## src/rtl/m107_pkg.sv

```systemverilog
// Shared types and constants for sdr_fetch_arbiter and its arb_pick helper.
package m107_pkg;

    typedef enum logic {
        ARB_IDLE = 1'b0,
        ARB_WAIT = 1'b1
    } arb_state_t;

    localparam int PORT_OBJ  = 0;
    localparam int PORT_TILE = 1;
    localparam int PORT_CPU  = 2;

    // Index width that stays legal for a single-port build.
    function automatic int idx_width(input int n);
        return (n > 1) ? $clog2(n) : 1;
    endfunction

endpackage

```

## src/rtl/sdr_fetch_arbiter_pick.sv

```systemverilog
// arb_pick: combinational search of the pending vector starting at a given index.
module arb_pick
    import m107_pkg::*;
#(
    parameter int NUM_PORTS = 3,
    parameter int IDX_W     = idx_width(NUM_PORTS)
) (
    input  logic [NUM_PORTS-1:0] pending,
    input  logic [IDX_W-1:0]     start,
    output logic [IDX_W-1:0]     idx,
    output logic                 valid
);

    always_comb begin
        int cand;
        idx   = '0;
        valid = 1'b0;
        cand  = 0;
        // Walk NUM_PORTS slots from start with wrap; the first pending one wins.
        for (int k = 0; k < NUM_PORTS; k++) begin
            cand = int'(start) + k;
            if (cand >= NUM_PORTS) begin
                cand = cand - NUM_PORTS;
            end
            if (!valid && pending[cand[IDX_W-1:0]]) begin
                valid = 1'b1;
                idx   = cand[IDX_W-1:0];
            end
        end
    end

endmodule

```

## src/rtl/sdr_fetch_arbiter.sv

```systemverilog
// sdr_fetch_arbiter: shares one SDRAM read channel between sprite, tile and CPU fetch ports.
// Define SDR_ARB_ROUND_ROBIN_EN for round-robin arbitration; default is fixed priority.
module sdr_fetch_arbiter
    import m107_pkg::*;
#(
    parameter int NUM_PORTS = 3,
    parameter int ADDR_W    = 25
) (
    input  logic                              clk,
    input  logic                              reset,
    input  logic [NUM_PORTS-1:0][ADDR_W-1:0]  port_addr,
    input  logic [NUM_PORTS-1:0]              port_req,
    input  logic [NUM_PORTS-1:0]              port_refresh,
    output logic [63:0]                       port_data,
    output logic [NUM_PORTS-1:0]              port_rdy,
    output logic [NUM_PORTS-1:0]              port_ovf,
    output logic [ADDR_W-1:0]                 sdr_addr,
    output logic                              sdr_req,
    input  logic                              sdr_rdy,
    input  logic [63:0]                       sdr_data,
    output logic                              sdr_refresh
);

    localparam int IDX_W = idx_width(NUM_PORTS);
    typedef logic [IDX_W-1:0] idx_t;

    arb_state_t                       state_q, state_d;
    logic [NUM_PORTS-1:0]             pending_q, pending_d;
    logic [NUM_PORTS-1:0][ADDR_W-1:0] slot_addr_q, slot_addr_d;
    logic [NUM_PORTS-1:0]             ovf_q, ovf_d;
    logic [NUM_PORTS-1:0]             port_rdy_q, port_rdy_d;
    logic [63:0]                      port_data_q, port_data_d;
    logic [ADDR_W-1:0]                sdr_addr_q, sdr_addr_d;
    logic                             sdr_req_q, sdr_req_d;
    logic                             refresh_q, refresh_d;
    idx_t                             grant_q, grant_d;
    idx_t                             pick_start, pick_idx;
    logic                             pick_vld;
    logic                             grant_fire;
    logic                             complete;

`ifdef SDR_ARB_ROUND_ROBIN_EN
    idx_t rr_ptr_q, rr_ptr_d;
    assign pick_start = rr_ptr_q;
`else
    assign pick_start = idx_t'(PORT_OBJ);
`endif

    arb_pick #(
        .NUM_PORTS(NUM_PORTS),
        .IDX_W    (IDX_W)
    ) u_pick (
        .pending(pending_q),
        .start  (pick_start),
        .idx    (pick_idx),
        .valid  (pick_vld)
    );

    assign grant_fire = (state_q == ARB_IDLE) && pick_vld;
    assign complete   = (state_q == ARB_WAIT) && sdr_rdy;

    always_ff @(posedge clk) begin
        if (reset) begin
            state_q     <= ARB_IDLE;
            pending_q   <= '0;
            ovf_q       <= '0;
            port_rdy_q  <= '0;
            port_data_q <= '0;
            sdr_addr_q  <= '0;
            sdr_req_q   <= 1'b0;
            refresh_q   <= 1'b0;
            grant_q     <= '0;
`ifdef SDR_ARB_ROUND_ROBIN_EN
            rr_ptr_q    <= '0;
`endif
        end else begin
            state_q     <= state_d;
            pending_q   <= pending_d;
            ovf_q       <= ovf_d;
            port_rdy_q  <= port_rdy_d;
            port_data_q <= port_data_d;
            sdr_addr_q  <= sdr_addr_d;
            sdr_req_q   <= sdr_req_d;
            refresh_q   <= refresh_d;
            grant_q     <= grant_d;
`ifdef SDR_ARB_ROUND_ROBIN_EN
            rr_ptr_q    <= rr_ptr_d;
`endif
        end
    end

    // Slot addresses are only meaningful while pending, so they carry no reset.
    always_ff @(posedge clk) begin
        slot_addr_q <= slot_addr_d;
    end

    always_comb begin
        state_d = state_q;
        case (state_q)
            ARB_IDLE: if (pick_vld) state_d = ARB_WAIT;
            ARB_WAIT: if (sdr_rdy)  state_d = ARB_IDLE;
            default:                state_d = ARB_IDLE;
        endcase
    end

    always_comb begin
        logic busy;
        pending_d   = pending_q;
        slot_addr_d = slot_addr_q;
        ovf_d       = ovf_q;
        port_rdy_d  = '0;
        port_data_d = port_data_q;
        sdr_addr_d  = sdr_addr_q;
        sdr_req_d   = 1'b0;
        grant_d     = grant_q;
        busy        = 1'b0;
`ifdef SDR_ARB_ROUND_ROBIN_EN
        rr_ptr_d    = rr_ptr_q;
`endif

        if (grant_fire) begin
            pending_d[pick_idx] = 1'b0;
            grant_d             = pick_idx;
            sdr_addr_d          = slot_addr_q[pick_idx];
            sdr_req_d           = 1'b1;
`ifdef SDR_ARB_ROUND_ROBIN_EN
            rr_ptr_d = (pick_idx == idx_t'(NUM_PORTS - 1)) ? '0 : pick_idx + 1'b1;
`endif
        end

        if (complete) begin
            port_data_d         = sdr_data;
            port_rdy_d[grant_q] = 1'b1;
        end

        // A completing transaction frees its port's slot before new requests are judged.
        for (int i = 0; i < NUM_PORTS; i++) begin
            busy = pending_q[i] ||
                   ((state_q == ARB_WAIT) && (grant_q == idx_t'(i)) && !sdr_rdy);
            if (port_req[i]) begin
                if (busy) begin
                    ovf_d[i] = 1'b1;
                end else begin
                    pending_d[i]   = 1'b1;
                    slot_addr_d[i] = port_addr[i];
                end
            end
        end

        // Looking ahead at next-cycle state drops refresh one cycle before any sdr_req.
        refresh_d = (state_d == ARB_IDLE) && (pending_d == '0) && (&port_refresh) && !sdr_req_d;
    end

    assign port_data   = port_data_q;
    assign port_rdy    = port_rdy_q;
    assign port_ovf    = ovf_q;
    assign sdr_addr    = sdr_addr_q;
    assign sdr_req     = sdr_req_q;
    assign sdr_refresh = refresh_q;

endmodule

```

## config.mk

```make
export PLATFORM = sky130hd
export DESIGN_NAME = sdr_fetch_arbiter
export DESIGN_NICKNAME = d
export VERILOG_FILES = /design/src/rtl/m107_pkg.sv /design/src/rtl/sdr_fetch_arbiter_pick.sv /design/src/rtl/sdr_fetch_arbiter.sv
export SDC_FILE = /design/constraint.sdc
export NUM_CORES = 1
export LEC_CHECK = 0
export BUFFER_PORTS_ARGS = -buffer_cell sky130_fd_sc_hd__buf_2
export CELL_PAD_IN_SITES_DETAIL_PLACEMENT = 2
export CELL_PAD_IN_SITES_GLOBAL_PLACEMENT = 2
export CORE_MARGIN = 5
export CORE_UTILIZATION = 32
export DETAILED_ROUTE_END_ITERATION = 6
export PLACE_DENSITY = 0.81
export SYNTH_ARGS = -nofsm -noshare
export SYNTH_HDL_FRONTEND = slang
export SYNTH_SLANG_ARGS = --single-unit
```

## constraint.sdc

```tcl
create_clock -name clk -period 5.7 [get_ports clk]
set_input_delay 1.14 -clock clk [delete_from_list [all_inputs] [get_ports clk]]
set_output_delay 1.14 -clock clk [all_outputs]
set_load 0.1 [all_outputs]
```

==> results.md <==
- Rel. slew slack: 0.273
- Worst clock skew: roughly 12 ps
- Clk_lat worst skew: around 430 ps
- R2r setup slk: 3190 ps
- Clock Path Buffers: 2
- Delay-heaviest family, CP: simple AND/OR/NAND/NOR gates
- Post-synth cell types: 31
- Mean area per synthesized cell: around 11 um2
- Cell area power density: a little under 400 mW/mm2
- Gate count after technology mapping: around 600
- Area Overhead vs Synth: 30.1%
- Most common cell after layout, fill and taps aside: buf_2
- Logic pwr share: 0.204
- Area of the core: ~0.02 mm2
- Detailed Routing Iterations Pass 1: 4
- Hold Crit Start: port_ovf[1]$_SDFFE_PP0P_
- Internal: between 2 and 2.5 mW
- Critical path peak fanout: 27
- RSZ-0062 raised after global routing: no
- Worst Path Buf+Inv: 0
- Hold Path Class: reg2reg
- Clk slew on worst S/H paths: about 70 ps
- Slowest CP cell: nor3_4
- Crit path largest cell delay: between 800 and 900 ps
- Most frequent cells in the layout: buf_2, nand2_1, dfxtp_1
- Post-CTS Repair Setup Buffers: 0
- Fin util: 0.426
- Crit path launch type: register
- # hold bufs at CTS: 0
- Number of nets with antenna violations after routing: 0
- Final Hold Viols: 0
- Endpoints failing setup: 0
- GP Congestion: around 0.74
- Final Max Tran Viols: 0
- Setup crit start: pending_q[0]$_SDFF_PP0_
- P_sw: about 1.1 mW
- Die ar.: 0.0238 mm2
- Final Critical Period: roughly 2500 ps
- Die width: about 150 um
- Critical path endpoint category: register
- Clock power frac: 0.359
- Num rows: between 50 and 60
- I/O Pins: between 200 and 250
- Vias: around 5,300
- RR Endpoint: sdr_addr[24]$_SDFFE_PP0N_
- CP endpoint: sdr_addr[24]$_SDFFE_PP0N_
- Post-Route WL: roughly 21 mm
- Crit path DAT: approximately 2800 ps
- WP data required: between 5000 and 6000 ps
- Share of post-route cells with drive strength above 1: 0.377
- Crit path kind: reg2reg
- IO buf count: about 240
- Depth of the most critical reg-to-reg path: 3
- WP depth: 3
- Setup TNS: 0 ps
- DRC viols: 0
- Total CTS buffers: 17
- Worst Hold Margin: approximately 440 ps
- GRT Util Overall: 0.177
- DRT iter0 DRCs: 252
- Fillers: between 2,000 and 2,500
- Period utilisation layout: 0.441
- Syn_nets: between 700 and 800
- Worst Tran Pin Value: 1090 ps
- Max Cap Viol: 0
- WL/cell: ~19 um
- Initial antenna violation count: 3
- Die Y: 154 um
- TritonCTS Sinks: 178
- Flop pwr share: 0.437
- Dpl hpwl: between 15 and 20 mm
- CTS tree: built
- H-tree depth: 4
- CP Cell Sequence: nor3_4, or2_2, o221ai_1
- Peak Freq: between 0.3 and 0.4 GHz
- Maximum vdd ir drop: approximately 230 uV
- Vias in the first global route: slightly below 6,000
- Post-Syn Area: roughly 0.0067 mm2
- Vias per cell: slightly below 5
- Root Driver: clkbuf_16
- Register bit total from synthesis: approximately 180
- Ys Warns: 0
- Status: finished clean
- Worst r2r src: pending_q[0]$_SDFF_PP0_
- Post-CTS resize count: 0
- Sw frac: 0.330
- First-pass GRT wire length: ~33 mm
- Largest net degree at the start of global routing: 68
- GR Overflow Total: 0
- Starting density of the core: 0.327
- Final nets: 966
- Leak: between 3 and 4 nW
- Post-synthesis sequential area ratio: 0.648
## per-layer routing
| metal | global-route usage | part of all wire |
|---|---|---|
| met5 | 0 | 0.0021 |
| met4 | 0.0467 | 0.011 |
| met3 | 0.0559 | 0.074 |
| met2 | 0.299 | 0.48 |
| met1 | 0.220 | 0.43 |
## registers in the layout, indices dropped and copies added (netlist names), 2 cells and up
name and count:
slot_addr_q 75, port_data 64, sdr_addr 25, pending_q 3
port_ovf 3, port_rdy 3, grant_q 2
## final cells by class
type,count,area [um2],area share
Tap cell,270,338,0.0390
Antenna cell,1,2.50,0.000289
Clock buffer,18,429,0.0495
Clock inverter,14,179,0.0206
Sequential cell,178,4310,0.498
Multi-Input combinational cell,365,2100,0.243
Inverter,3,11.3,0.00130
Timing Repair Buffer,253,1290,0.149
## per-stage QoR
step	setup WS, ps	total power, mW	instances	area (um2)
after floorplan	2830	2.03	590	6660
after global placement	2960	2.19	1069	8060
after detailed placement	2870	2.21	1069	8060
after CTS	3070	3.42	1101	8670
after global routing	2990	3.52	1101	8670
final	3190	3.38	1102	8670
## cells in the mapped netlist
cell type	instances	area (um2)
nand2_1	155	582
dfxtp_1	103	2060
edfxtp_1	75	2250
a21oi_1	69	345
o21ai_0	31	155
nor2b_1	30	188
mux2i_1	25	250
o221ai_2	19	285
buf_2	15	75.1
clkbuf_1	14	52.6
nor2_1	7	26.3
buf_4	6	45.0
buf_6	6	67.6
o221ai_1	6	52.6
nand2b_1	5	31.3
buf_1	3	11.3
inv_1	3	11.3
and4bb_2	2	25.0
nor4_1	2	12.5
nor4b_1	2	17.5
o21ai_1	2	10.0
and2_1	1	6.26
and4b_1	1	10.0
nor3_4	1	16.3
nor4b_2	1	15.0
nor4b_4	1	23.8
o211ai_1	1	7.51
o22ai_1	1	6.26
o31ai_1	1	7.51
or2_1	1	6.26
or3_1	1	6.26
## power groups by stage
stage          clock network (mW)  registers (mW)  logic, mW
3_3_place_gp                    0            1.50      0.687
4_1_cts                      1.24            1.48      0.701
3_5_place_dp                    0            1.51      0.698
2_1_floorplan                   0            1.83      0.197
6_report                     1.21            1.48      0.689
5_1_grt                      1.30            1.49      0.726
## cells by family after synthesis
logic type	after synthesis	share of synthesized area
and+or+nand+nor	210	0.145
AOI/OAI and AO/OA	130	0.131
DFF	178	0.648
muxes	25	0.0376
buffers and inverters	47	0.0394
## worst min-delay path, cell delays in order (launching register included)
cell and delay, ps:
dfxtp_1 310, inv_1 40, a21oi_1 50
## worst min path at each step
| stage | slack, ps | cells past startpoint | endpoint |
|---|---|---|---|
| global placement | 430 | 2 | port_ovf[1]$_SDFFE_PP0P_ |
| global route | 480 | 2 | port_ovf[2]$_SDFFE_PP0P_ |
| CTS | 450 | 2 | port_ovf[1]$_SDFFE_PP0P_ |
| detailed placement | 440 | 2 | port_ovf[1]$_SDFFE_PP0P_ |
| finish | 440 | 2 | port_ovf[1]$_SDFFE_PP0P_ |
| floorplan | 500 | 1 | port_rdy[2]$_SDFF_PP0_ |
Power figures use the tool's default switching activity.
